File: src/rtl/load_store_unit.sv
// Load/store sequencer between execute and a word-wide data memory: sub-word stores use read-modify-write.
// Define LSU_ALIGN_CHECK_EN to reject misaligned/illegal accesses with err; otherwise they execute aligned down / as W.
module load_store_unit #(
    parameter int W = 32,
    parameter int N = 5
) (
    input  logic         clk,
    input  logic         rst,
    input  logic         req,
    input  logic         we,
    input  logic [2:0]   funct3,
    input  logic [N+1:0] addr,
    input  logic [W-1:0] wdata,
    output logic         ready,
    output logic         done,
    output logic         err,
    output logic [W-1:0] rdata,
    output logic [N-1:0] address,
    output logic         MemRead,
    output logic         MemWrite,
    output logic [W-1:0] write_data,
    input  logic [W-1:0] read_data
);

    localparam logic [2:0] S_IDLE  = 3'd0;
    localparam logic [2:0] S_RD    = 3'd1;
    localparam logic [2:0] S_MERGE = 3'd2;
    localparam logic [2:0] S_WR    = 3'd3;
    localparam logic [2:0] S_DONE  = 3'd4;
`ifdef LSU_ALIGN_CHECK_EN
    localparam logic [2:0] S_ERR   = 3'd5;
`endif

    logic [2:0]   state_q, state_d;
    logic         we_q, we_d;
    logic [2:0]   funct3_q, funct3_d;
    logic [N+1:0] addr_q, addr_d;
    logic [W-1:0] wdata_q, wdata_d;
    logic [W-1:0] rdata_q, rdata_d;
    logic [W-1:0] wr_data_q, wr_data_d;

    logic [2:0]   accept_state;
    logic         is_byte, is_half;
    logic [7:0]   byte_lane;
    logic [15:0]  half_lane;
    logic [W-1:0] load_val;
    logic [W-1:0] merged;
    logic [W-1:0] wr_word;

    // Only the low two funct3 bits pick the size; codes 01x/11x fall into the word path.
    assign is_byte = (funct3_q[1:0] == 2'b00);
    assign is_half = (funct3_q[1:0] == 2'b01);

    always_comb begin
        accept_state = (!we || !funct3[1]) ? S_RD : S_WR;
`ifdef LSU_ALIGN_CHECK_EN
        if ((funct3 == 3'b011) || (funct3 == 3'b110) || (funct3 == 3'b111) ||
            (we && funct3[2]) ||
            ((funct3[1:0] == 2'b01) && addr[0]) ||
            ((funct3 == 3'b010) && (addr[1:0] != 2'b00)))
            accept_state = S_ERR;
`endif
    end

    always_comb begin
        byte_lane = read_data[{addr_q[1:0], 3'b000} +: 8];
        half_lane = read_data[{addr_q[1], 4'b0000} +: 16];
        if (is_byte)
            load_val = funct3_q[2] ? {{(W-8){1'b0}}, byte_lane}
                                   : {{(W-8){byte_lane[7]}}, byte_lane};
        else if (is_half)
            load_val = funct3_q[2] ? {{(W-16){1'b0}}, half_lane}
                                   : {{(W-16){half_lane[15]}}, half_lane};
        else
            load_val = read_data;

        merged = read_data;
        if (is_half)
            merged[{addr_q[1], 4'b0000} +: 16] = wdata_q[15:0];
        else
            merged[{addr_q[1:0], 3'b000} +: 8] = wdata_q[7:0];
    end

    // Strobes decode straight from state so an asynchronous reset drops them at once.
    assign MemRead    = (state_q == S_RD);
    assign MemWrite   = (state_q == S_WR) || ((state_q == S_MERGE) && we_q);
    assign wr_word    = (state_q == S_WR) ? wdata_q : merged;
    assign write_data = MemWrite ? wr_word : wr_data_q;

    always_comb begin
        state_d   = state_q;
        we_d      = we_q;
        funct3_d  = funct3_q;
        addr_d    = addr_q;
        wdata_d   = wdata_q;
        rdata_d   = rdata_q;
        wr_data_d = wr_data_q;
        case (state_q)
            S_IDLE: begin
                if (req) begin
                    we_d     = we;
                    funct3_d = funct3;
                    addr_d   = addr;
                    wdata_d  = wdata;
                    state_d  = accept_state;
                end
            end
            S_RD:    state_d = S_MERGE;
            S_MERGE: begin
                if (!we_q)
                    rdata_d = load_val;
                state_d = S_DONE;
            end
            S_WR:    state_d = S_DONE;
            default: state_d = S_IDLE;
        endcase
        if (MemWrite)
            wr_data_d = wr_word;
    end

    always_ff @(posedge clk or negedge rst) begin
        if (!rst) begin
            state_q   <= S_IDLE;
            we_q      <= 1'b0;
            funct3_q  <= 3'b000;
            addr_q    <= '0;
            wdata_q   <= '0;
            rdata_q   <= '0;
            wr_data_q <= '0;
        end else begin
            state_q   <= state_d;
            we_q      <= we_d;
            funct3_q  <= funct3_d;
            addr_q    <= addr_d;
            wdata_q   <= wdata_d;
            rdata_q   <= rdata_d;
            wr_data_q <= wr_data_d;
        end
    end

`ifdef LSU_ALIGN_CHECK_EN
    assign err = (state_q == S_ERR);
`else
    assign err = 1'b0;
`endif
    assign done    = (state_q == S_DONE) || err;
    assign ready   = (state_q == S_IDLE);
    assign rdata   = rdata_q;
    assign address = addr_q[N+1:2];

endmodule

File: config.mk
export PLATFORM = sky130hd
export DESIGN_NAME = load_store_unit
export DESIGN_NICKNAME = d
export VERILOG_FILES = /design/src/rtl/load_store_unit.sv
export SDC_FILE = /design/constraint.sdc
export NUM_CORES = 1
export LEC_CHECK = 0
export CORE_MARGIN = 2
export CORE_UTILIZATION = 35
export DETAILED_ROUTE_END_ITERATION = 10
export GPL_ROUTABILITY_DRIVEN = 1
export SETUP_SLACK_MARGIN = 0.15
export SYNTH_ARGS = -nofsm -noshare
export SYNTH_HDL_FRONTEND = slang
export SYNTH_SLANG_ARGS = --single-unit
File: constraint.sdc
create_clock -name clk -period 5.4 [get_ports clk]
set_input_delay 0.81 -clock clk [delete_from_list [all_inputs] [get_ports clk]]
set_output_delay 0.81 -clock clk [all_outputs]
set_load 0.01 [all_outputs]
==> metrics.md <==
| Metric | Value |
|---|---|
| Outcome | finished clean |
| Root Driver | clkbuf_16 |
| Clk slew on worst S/H paths | 0.07 ns |
| Fmax achieved | 225 MHz |
| Drt via density | 5.43 |
| Ports | 152 |
| Max Cap Violations | 0 |
| Hold crit path type | in2async |
| DP Wirelength | around 13000 um |
| Congestion Overflow GR | 0 |
| Seq/Total Area, Yosys | about half |
| TritonCTS buffer count | 9 |
| Slew @ Worst Pin | 1.16 ns |
| Synth Instances | 515 |
| PD cells | 609 mW/mm^2 |
| DRT iter0 DRCs | 247 |
| DIE HEIGHT | 130 um |
| DRC Markers | 0 |
| Largest net degree at the start of global routing | 63 |
| Worst setup path class | reg2out |
| Vias in the first global route | 4716 |
| Minimum clock period | 4.44 ns |
| Post-CTS Resized | 0 |
| Final setup vio count | 0 |
| Synth area leader | dfrtp_1 |
| CTS tree | yes |
| Layout net count | 722 |
| Mean Syn Cell Area | 10.8 um^2 |
| Clock Skews | 0.00894 ns |
| Post-synthesis cell type count | 51 |
| Post-synth EDFFs | 0 |
| Maximum clock path buffer count | 2 |
| First-pass detailed-route iteration total | 5 |
| Normalized max-slew margin | 22.8% |
| Top FF cell, synth | dfrtp_1 |
| Ranking of synthesized cells by area | dfrtp_1 50%, mux2_2 6.7%, nand2_1 4.5% |
| Worst setup SP type | flop |
| Post-Syn Area | 0.00556 mm^2 |
| Initial antenna violation count | 0 |
| Clock sinks | 110 |
| GP Congestion | about 0.92 |
| Worst EP required | 4.59 ns |
| Share of cells above drive strength 1 | 13.4% |
| Register bit total from synthesis | 110 |
| Area delta synth->final | 33.6% |
| H-Tree Depth | 3 |
| Slowest-stage cell, CP | dfrtp_1 |
| Worst r2r src | addr_q[0] |
| N_diodes | 0 |
| Leak Pwr | 2.91 nW |
| Post-CTS Setup Repair Bufs | 0 |
| CP max stage delay | 0.73 ns |
| Cell Rows | 46 |
| Post-synth top area share | 49.5% |
| Max Fanout on Critical Path | 14 |
| Clk Latency, worst-skew pair | 0.36 ns |
| R2R setup slack | ~2.6 ns |
| Core area | 0.0157 mm^2 |
| Post-synth ARST share | between 90% and 100% |
| Slew Limit Fails | 0 |
| Critical Path AT | 3.63 ns |
| Chip Width | roughly 130 um |
| First-pass GRT wire length | 27400 um |
| Buffers on Ports | 150 |
| Setup Total Neg Slack | 0 ns |
| Post-route ant nets | 0 |
| Post-place setup slack | 1.37 ns |
| Setup crit end kind | primary output |
| CP cell instances | inv_1 -> ha_1 -> or3b_1 -> nor4b_4 -> nand2_1 -> a22oi_1 -> clkdlybuf4s50_1 |
| Die area | 0.0169 mm^2 |
| Worst reg2reg endpoint | wr_data_q[31] |
| CTS Hold Buffers Added | 0 |
| RSZ-0062 raised after global routing | no |
| Fin. Hold Viols | 0 |
| Syn Nets | 598 |
| Period utilization | 82.2% |
| Final wirelength | about 18000 um |
| Final setup margin | 0.959 ns |
| Vias | 4674 |
| R2r worst-path depth | 6 |
| Global-route usage over all layers | 21.8% |
| Initial core utilization | 35.4% |
| Synth warn | 0 |
| Max VDD drop | 0.380 mV |
| Wire per inst | 20.5 um |
==> synth_stat cells (4+ instances only) <==
library cell	number
clkbuf_1	12
mux2_2	33
o21ai_0	29
nand2_1	66
dfrtp_1	110
o211ai_1	15
nor3_1	5
o22a_1	7
a311oi_1	8
a221o_1	8
o21a_1	7
buf_4	12
mux4_2	8
and2_0	4
mux2i_1	8
and2_1	5
inv_1	12
nand3_1	10
a21oi_1	18
ha_1	5
a22oi_1	8
a21oi_2	10
o221ai_1	16
nor2_1	37
a221oi_1	16
buf_2	13
==> per-layer routing <==
layer / share of wire (%) / track usage (%) / routed length [um] / vias to the layer above
met1: 43 / 28.7 / 7510 / 2287
met2: 46 / 34.0 / 8080 / 211
met3: 8.6 / 6.52 / 1510 / 31
met4: 3.1 / 8.48 / 546 / 0
li1: - / - / - / 2145
met5: 0 / 0 / 0 / -
==> worst max path at each step <==
stage / startpoint / endpoint / cells past startpoint / slack (ns)
2_1_floorplan: addr_q[1] / write_data[24] / 8 / 2.37
3_3_place_gp: addr_q[0] / write_data[27] / 7 / 1.45
3_5_place_dp: addr_q[0] / write_data[31] / 7 / 1.37
4_1_cts: addr_q[0] / write_data[30] / 7 / 0.93
5_1_grt: addr_q[0] / write_data[20] / 7 / 0.62
6_report: addr_q[0] / write_data[31] / 7 / 0.96
==> final cells by class <==
class	count	area, um^2
fill	1463	8290
sequential	110	2750
multi-input combinational	350	2520
timing repair buffer	154	1530
tap	216	270
clock buffer	10	229
clock inverter	6	71.3
inverter	14	52.6
==> metrics by stage <==
step                hold slack, ns  utilization, %  instances  area, um^2  total power, mW
global route                 0.490            47.3        860        7430             4.84
finish                       0.452            47.3        860        7430             4.52
detailed placement           0.477            45.4        844        7130             3.87
global placement             0.475            45.4        844        7130             3.81
floorplan                    0.475               -        515        5560             2.86
CTS                          0.473            47.3        860        7430             4.55
==> worst max-delay path: cells and delay by family (launching register included) <==
family / cells / cell delay [ns]
buffers and inverters: 2 / 0.78
DFF: 1 / 0.73
AOI/OAI and AO/OA: 1 / 0.25
adders and majority gates: 1 / 0.30
and+or+nand+nor: 3 / 1.21
==> where the power goes <==
group / internal, mW / switching (mW) / leakage (nW)
logic: 1.15 / 1.10 / 1.47
clock network: 0.363 / 0.309 / 0.139
registers: 1.23 / 0.362 / 1.30
==> placed cells by master, fill, tap and decap left out, types with 7 or more instances in the layout <==
master and instances:
clkdlybuf4s50_1 149, dfrtp_1 110, nand2_1 66, nor2_1 37, mux2_2 33, o21ai_0 29
a21oi_1 18, a221oi_1 16, o221ai_1 16, o211ai_1 15, inv_1 12, a21oi_2 10
nand3_1 10, clkbuf_16 9, a22oi_1 8, a311oi_1 8, a221o_1 8, mux4_2 8
mux2i_1 8, o22a_1 7, o21a_1 7
==> logic make-up after synthesis <==
| logic type | Yosys count | share of synthesized area (%) |
|---|---|---|
| DFF | 110 | 49.5 |
| other | 1 | 0.0674 |
| muxes | 50 | 11.6 |
| AOI/OAI and AO/OA | 151 | 20.3 |
| adders and majority gates | 5 | 1.13 |
| and+or+nand+nor | 143 | 12.2 |
| buffers and inverters | 55 | 5.24 |
==> flip-flops by register name, indices dropped and copies added, names as in the netlist <==
| name | count |
|---|---|
| funct3_q | 3 |
| addr_q | 7 |
| wdata_q | 32 |
| rdata | 32 |
| state_q | 3 |
| we_q | 1 |
| wr_data_q | 32 |
Note: power is estimated with default switching activity, not from simulation.
